### src/rtl/mii_frame_scheduler.sv
// Round-robin frame scheduler for the MII generator. Picks one of N_REQ frame
// sources, latches its frame configuration, drives the generator enable and a
// one-hot register-mux select, and watches txValid to count completed frames.
// A stalled generator is aborted after TIMEOUT_CYCLES in either wait state.
module mii_frame_scheduler #(
   parameter int unsigned N_REQ            = 4,
   parameter int unsigned PAYLOAD_MAX_SIZE = 1500,
   parameter int unsigned TIMEOUT_CYCLES   = 1024
) (
   input  logic                clk,
   input  logic                i_rst_n,
   input  logic [N_REQ-1:0]    i_req,
   input  logic [16*N_REQ-1:0] i_payload_length,
   input  logic [8*N_REQ-1:0]  i_mode,
   input  logic [8*N_REQ-1:0]  i_intergap,
   input  logic                i_gen_txvalid,
   output logic [N_REQ-1:0]    o_grant,
   output logic [15:0]         o_gen_payload_length,
   output logic [7:0]          o_gen_mode,
   output logic [7:0]          o_gen_intergap,
   output logic                o_gen_run,
   output logic [N_REQ-1:0]    o_ack,
   output logic                o_done,
   output logic                o_err,
   output logic                o_busy,
   output logic [31:0]         o_frame_count
);

   localparam int unsigned PtrW     = (N_REQ > 1) ? $clog2(N_REQ) : 1;
   localparam logic [15:0] WaitLast = 16'(TIMEOUT_CYCLES - 1);

   typedef enum logic [1:0] {
      StIdle,
      StGrant,
      StWaitStart,
      StWaitEnd
   } state_e;

   state_e            state_q, state_d;
   logic [PtrW-1:0]   rr_ptr_q, rr_ptr_d;
   logic [N_REQ-1:0]  owner_q, owner_d;
   logic              rejected_q, rejected_d;
   logic [N_REQ-1:0]  grant_q, grant_d;
   logic [N_REQ-1:0]  ack_q, ack_d;
   logic              done_q, done_d;
   logic              err_q, err_d;
   logic              busy_q;
   logic              run_q, run_d;
   logic [15:0]       len_q, len_d;
   logic [7:0]        mode_q, mode_d;
   logic [7:0]        gap_q, gap_d;
   logic [31:0]       count_q, count_d;
   logic [15:0]       wait_q, wait_d;

   logic [N_REQ-1:0]  arb_req;
   logic              arb_found;
   logic [PtrW-1:0]   arb_idx;
   logic [PtrW-1:0]   arb_k;
   logic [PtrW-1:0]   arb_next;
   logic [N_REQ-1:0]  arb_onehot;
   logic [15:0]       sel_len;
   logic [7:0]        sel_mode;
   logic [7:0]        sel_gap;
   logic              do_grant;

   // The granted source's own request is ignored while its GRANT cycle is live.
   always_comb begin
      arb_req = i_req;
      if (state_q == StGrant) begin
         arb_req = i_req & ~owner_q;
      end
   end

   // Round-robin search from rr_ptr, wrapping; first set request wins.
   always_comb begin
      arb_found = 1'b0;
      arb_idx   = '0;
      arb_k     = '0;
      for (int unsigned i = 0; i < N_REQ; i++) begin
         arb_k = PtrW'((32'(rr_ptr_q) + i) % N_REQ);
         if (!arb_found && arb_req[arb_k]) begin
            arb_found = 1'b1;
            arb_idx   = arb_k;
         end
      end
      arb_next   = PtrW'((32'(arb_idx) + 1) % N_REQ);
      arb_onehot = {{(N_REQ-1){1'b0}}, 1'b1} << arb_idx;
   end

   // Select the winning source's frame configuration.
   always_comb begin
      sel_len  = '0;
      sel_mode = '0;
      sel_gap  = '0;
      for (int unsigned j = 0; j < N_REQ; j++) begin
         if (arb_idx == PtrW'(j)) begin
            sel_len  = i_payload_length[16*j +: 16];
            sel_mode = i_mode[8*j +: 8];
            sel_gap  = i_intergap[8*j +: 8];
         end
      end
   end

   // Next-state and registered-output logic; every entry to GRANT goes through do_grant.
   always_comb begin
      state_d    = state_q;
      rr_ptr_d   = rr_ptr_q;
      owner_d    = owner_q;
      rejected_d = rejected_q;
      grant_d    = grant_q;
      ack_d      = '0;
      done_d     = 1'b0;
      err_d      = 1'b0;
      run_d      = run_q;
      len_d      = len_q;
      mode_d     = mode_q;
      gap_d      = gap_q;
      count_d    = count_q;
      wait_d     = wait_q;
      do_grant   = 1'b0;

      case (state_q)
         StIdle: begin
            if (|i_req) begin
               do_grant = 1'b1;
            end
         end
         StGrant: begin
            if (rejected_q) begin
               if (|arb_req) begin
                  do_grant = 1'b1;
               end else begin
                  state_d = StIdle;
                  grant_d = '0;
                  run_d   = 1'b0;
               end
            end else begin
               state_d = StWaitStart;
               wait_d  = '0;
            end
         end
         StWaitStart: begin
            // A txValid edge takes priority over an expiring timeout.
            if (i_gen_txvalid) begin
               state_d = StWaitEnd;
               wait_d  = '0;
            end else if (wait_q == WaitLast) begin
               state_d = StIdle;
               err_d   = 1'b1;
               run_d   = 1'b0;
               grant_d = '0;
               wait_d  = '0;
            end else begin
               wait_d = wait_q + 16'd1;
            end
         end
         StWaitEnd: begin
            if (!i_gen_txvalid) begin
               done_d  = 1'b1;
               count_d = count_q + 32'd1;
               if (|i_req) begin
                  // Back-to-back: run stays high so the generator keeps its gap timing.
                  do_grant = 1'b1;
               end else begin
                  state_d = StIdle;
                  run_d   = 1'b0;
                  grant_d = '0;
               end
            end else if (wait_q == WaitLast) begin
               state_d = StIdle;
               err_d   = 1'b1;
               run_d   = 1'b0;
               grant_d = '0;
               wait_d  = '0;
            end else begin
               wait_d = wait_q + 16'd1;
            end
         end
         default: begin
            state_d = StIdle;
         end
      endcase

      if (do_grant) begin
         state_d  = StGrant;
         rr_ptr_d = arb_next;
         owner_d  = arb_onehot;
         ack_d    = arb_onehot;
         len_d    = sel_len;
         mode_d   = sel_mode;
         gap_d    = sel_gap;
         if (32'(sel_len) > PAYLOAD_MAX_SIZE) begin
            // Rejected frame: acknowledged but never selected; run is left untouched.
            rejected_d = 1'b1;
            err_d      = 1'b1;
            grant_d    = '0;
         end else begin
            rejected_d = 1'b0;
            grant_d    = arb_onehot;
            run_d      = 1'b1;
         end
      end
   end

   // State and output registers with asynchronous active-low reset.
   always_ff @(posedge clk or negedge i_rst_n) begin
      if (!i_rst_n) begin
         state_q    <= StIdle;
         rr_ptr_q   <= '0;
         owner_q    <= '0;
         rejected_q <= 1'b0;
         grant_q    <= '0;
         ack_q      <= '0;
         done_q     <= 1'b0;
         err_q      <= 1'b0;
         busy_q     <= 1'b0;
         run_q      <= 1'b0;
         len_q      <= '0;
         mode_q     <= '0;
         gap_q      <= '0;
         count_q    <= '0;
         wait_q     <= '0;
      end else begin
         state_q    <= state_d;
         rr_ptr_q   <= rr_ptr_d;
         owner_q    <= owner_d;
         rejected_q <= rejected_d;
         grant_q    <= grant_d;
         ack_q      <= ack_d;
         done_q     <= done_d;
         err_q      <= err_d;
         busy_q     <= (state_d != StIdle);
         run_q      <= run_d;
         len_q      <= len_d;
         mode_q     <= mode_d;
         gap_q      <= gap_d;
         count_q    <= count_d;
         wait_q     <= wait_d;
      end
   end

   assign o_grant              = grant_q;
   assign o_ack                = ack_q;
   assign o_done               = done_q;
   assign o_err                = err_q;
   assign o_busy               = busy_q;
   assign o_gen_run            = run_q;
   assign o_gen_payload_length = len_q;
   assign o_gen_mode           = mode_q;
   assign o_gen_intergap       = gap_q;
   assign o_frame_count        = count_q;

endmodule

### config.mk
export PLATFORM = sky130hd
export DESIGN_NAME = mii_frame_scheduler
export DESIGN_NICKNAME = d
export VERILOG_FILES = /design/src/rtl/mii_frame_scheduler.sv
export SDC_FILE = /design/constraint.sdc
export NUM_CORES = 1
export LEC_CHECK = 0
export ABC_CLOCK_PERIOD_IN_PS = 4100
export CAP_MARGIN = 20
export CORE_MARGIN = 2
export CORE_UTILIZATION = 30
export CTS_BUF_LIST = sky130_fd_sc_hd__clkbuf_16
export DETAILED_ROUTE_END_ITERATION = 12
export PLACE_DENSITY_LB_ADDON = 0.08
export SYNTH_ARGS = -nofsm -noshare
export SYNTH_HDL_FRONTEND = slang
export SYNTH_SLANG_ARGS = --single-unit
export TNS_END_PERCENT = 1
### constraint.sdc
create_clock -name clk -period 4.1 [get_ports clk]
set_clock_uncertainty 0.2 [all_clocks]
set_input_delay 0.615 -clock clk [delete_from_list [all_inputs] [get_ports clk]]
set_output_delay 0.615 -clock clk [all_outputs]
set_load 0.005 [all_outputs]
==> run_results.csv <==
group,metric,value,unit
setup_path,regToRegStartpoint,"state_q[0]",
pwr,total_leakage_power,0.003329,uW
sta,min_period,3.825,ns
cts,clkTransAtPathRegs,0.07,ns
cts,clock-sinks,101,
floorplanning,die_w,138.0,um
yosys,netlist_top_cells_area,"dfrtp_1 (47%), xnor2_1 (4.6%), nand2_1 (4.5%), o21ai_0 (4.3%), a221oi_1 (3.4%)",
grt,grt_max_degree,80,
sta,slew_headroom,61.62,%
routing,routedWlPerCell,17.24,um
floorplanning,dieArea,0.01904,mm^2
grt,grt_pass1_vias,5260,
status,status,"finished clean",
cts,htree_levels,3,
finish,fin_cells,1021,
floorplanning,initial_utilization,30.92,%
setup_path,cpLargestDelayFamily,"compound AO/OA/AOI/OAI gates",
sta,timing.fmax,0.2615,GHz
hold_path,min_from,"o_gen_intergap[7]",
flow_run,cap_violations,0,
yosys,synth-simple-area-share,19.96,%
sta,min_period_over_period,93.29,%
pwr,power,4941,uW
routing,routed_wl,17600,um
floorplanning,ios,211,
yosys,synth_ff_type,"dfrtp_1",
setup_path,rr_worst_depth,13,
yosys,yosys_warnings,0,
yosys,yosys.area.top_type,"dfrtp_1",
cts,cts_tree,"yes",
routing,first_iter_violations,297,
sta,tightest_slew,0.5714,ns
setup_path,worstPathArrival,3.91,ns
setup_path,regToRegEndpoint,"rejected_q",
finish,layout-drive-gt1-share,6.156,%
pwr,p_per_area,607.5,mW/mm^2
hold_path,min_path_cells,2,
yosys,synth_xor_area_share,5.855,%
placed_design,gp_congestion,0.9346,
routing,first_pass_iters,4,
yosys,muxShareOfSynthArea,1.255,%
setup_path,worstSetupStartpointType,"primary input",
grt,antenna_found_initial,0,
setup_path,crit_required,4.19,ns
hold_path,hold_end,"o_gen_intergap[7]",
finish,utilization,46.70,%
placed_design,numPortBuffers,210,
yosys,synth_adder_area_share,1.603,%
cts,cts.path.max_buffers,2,
cts,cts_root_buffer,"clkbuf_16",
hold_path,hold_path.class,"reg -> reg",
floorplanning,fp.coreArea,0.01742,mm^2
yosys,synth_edf_count,0,
setup_path,crit_path_start,"i_req[0]",
setup_path,r2r_slack,0.31,ns
yosys,synth_area_per_cell,9.174,um^2
sta,finalSetupViolCount,0,
routing,antenna_left,0,
grt,gr-total-overflow,0,
setup_path,worstSetupEndpointType,"flip-flop",
setup_path,cp_slowest_stage_delay,0.48,ns
yosys,synth_seq_cells,101,
yosys,synth_compound_area_share,20.49,%
yosys,syn_nets,728,
yosys,ys_async_sr_fraction,100.0,%
yosys,synth.cell_area,0.005385,mm^2
setup_path,crit_fanout,8,
setup_path,cp_slowest_cell,"clkdlybuf4s50_1",
floorplanning,die_h,138.0,um
setup_path,critical_path.cell_chain,"clkdlybuf4s50_1 -> o21ai_0 -> mux2_2 -> o21ai_0 -> buf_4 -> ha_1 -> nor2b_2 -> a221o_1 -> o221ai_1 -> a2111oi_1 -> o31a_1 -> buf_4 -> o22a_1",
sta,rsz0062_at_grt,"no",
sta,holdWs,0.2819,ns
yosys,ys_seq_area_share,46.93,%
yosys,syn_inst,587,
finish,finalNetCount,932,
setup_path,critPathKind,"in -> reg",
sta,slew_violations,0,
cts,cts_buffers,9,
yosys,ys_types,57,
yosys,synth_top_family_by_area,"compound AO/OA/AOI/OAI gates",
grt,grt_first_pass_wirelength,27580,um
placed_design,place_hpwl,13710,um
finish,area_growth,51.05,%
pwr,peakVddDrop,0.0002927,V
finish,n_antenna_cell,0,
floorplanning,rows,48,
sta,hold_viol,0,
routing,vias,5222,
finish,num-fill-cells,1658,
routing,route.detailed.drc,0,
sta,fin_tns_setup,0,ns
grt,grtUsageTotal,18.84,%
cts,clk_latency,0.35,ns
setup_path,crit_buf_inv,3,
yosys,netlist.area_leader.share,46.93,%
routing,via_per_inst,5.115,
placed_design,place_inst,1002,
[per-stage QoR]
step	area, um^2	worst slack [ns]
after floorplan	5385	0.6951
after global placement	7786	0.05516
after detailed placement	7786	-0.1644
after CTS	8084	0.1907
after global routing	8134	0.05551
final	8134	0.2753
[placed cells by master, fill, tap and decap left out, types with 6 or more instances in the layout]
cell type,instances
and3_1,9
a221oi_1,21
nand2_1,64
nor3_1,20
a21oi_1,34
nand4_1,12
clkbuf_16,9
dfrtp_1,101
nor2_1,35
o21ai_1,7
o31ai_1,6
xnor2_1,28
a22oi_1,8
buf_4,18
inv_1,16
xor2_1,8
clkdlybuf4s50_1,209
nand3b_1,6
nor2b_1,25
o21ai_0,46
nand3_1,22
[synthesized netlist by cell type, types with 2 or more instances]
library cell,n
dfrtp_1,101
nand2_1,64
o21ai_0,46
nor2_1,35
a21oi_1,34
xnor2_1,28
clkbuf_1,27
nor2b_1,26
nand3_1,22
a221oi_1,21
nor3_1,20
inv_1,16
nand4_1,12
and3_1,9
a22oi_1,8
o21ai_1,8
xor2_1,8
buf_2,6
ha_1,6
nand3b_1,6
o31ai_1,6
a221o_1,5
and2_1,5
a21o_1,4
a31oi_1,4
and4_1,4
buf_1,4
nand2b_1,4
o221ai_1,4
o22a_1,4
mux2i_1,3
or4_1,3
a2111oi_0,2
a211oi_1,2
a22o_1,2
a31o_2,2
mux2_2,2
o211ai_1,2
o22ai_1,2
o31a_1,2
o41ai_1,2
[tightest hold or removal path: cells and delay by family, from the launching register on]
family           cells  cell delay (ns)
AND/OR/NAND/NOR      1             0.04
flip-flops           1             0.35
AO/OA/AOI/OAI        1             0.06
[routing by layer]
layer,share of wire [%],wire length (um),global-route usage (%),vias up
met1,43,7619,24.50,2486
met3,6.3,1113,3.765,22
met2,48,8513,31.22,188
met5,0,0,0,-
li1,-,-,-,2526
met4,2.0,352,6.576,0
[layout make-up]
| cell class | instances | area [um^2] | share of cell area, % |
|---|---|---|---|
| Multi-Input combinational cell | 432 | 2679 | 32.93 |
| Sequential cell | 101 | 2527 | 31.07 |
| Timing Repair Buffer | 230 | 2285 | 28.09 |
| Tap cell | 225 | 281.5 | 3.461 |
| Clock buffer | 9 | 225.2 | 2.769 |
| Clock inverter | 7 | 72.57 | 0.8922 |
| Inverter | 17 | 63.81 | 0.7845 |
[power by group]
| part | switching (uW) | internal (uW) |
|---|---|---|
| sequential | 173 | 1260 |
| clock | 388 | 476 |
| combinational | 1380 | 1270 |
[worst max path at each step]
stage                  to  slack [ns]  depth (start not counted)
5_1_grt        rejected_q        0.06                         14
6_report       rejected_q        0.28                         13
3_5_place_dp   rejected_q       -0.16                         12
3_3_place_gp   rejected_q        0.06                         12
2_1_floorplan  rejected_q        0.70                         14
4_1_cts        rejected_q        0.19                         12
[logic make-up after synthesis]
logic type	Yosys count
XOR/XNOR	36
multiplexers	6
adder cells (fa/ha/maj)	7
buffers and inverters	54
flip-flops	101
AO/OA/AOI/OAI	168
AND/OR/NAND/NOR	215
[state kept, by name (all words and copies together) (netlist names)]
register,count
owner_q,4
o_grant,4
o_err,1
rr_ptr_q,2
o_frame_count,32
o_gen_mode,8
state_q,2
o_gen_run,1
o_busy,1
wait_q,16
o_ack,4
o_gen_intergap,8
o_done,1
rejected_q,1
o_gen_payload_length,16
[timing repair]
item	in CTS	in global routing
endpoints found under the setup margin	0	7
hold buffers	0	1
gates resized for setup	0	2
setup buffers	0	1
endpoints found under the hold margin	0	10
Power figures use the tool's default switching activity.
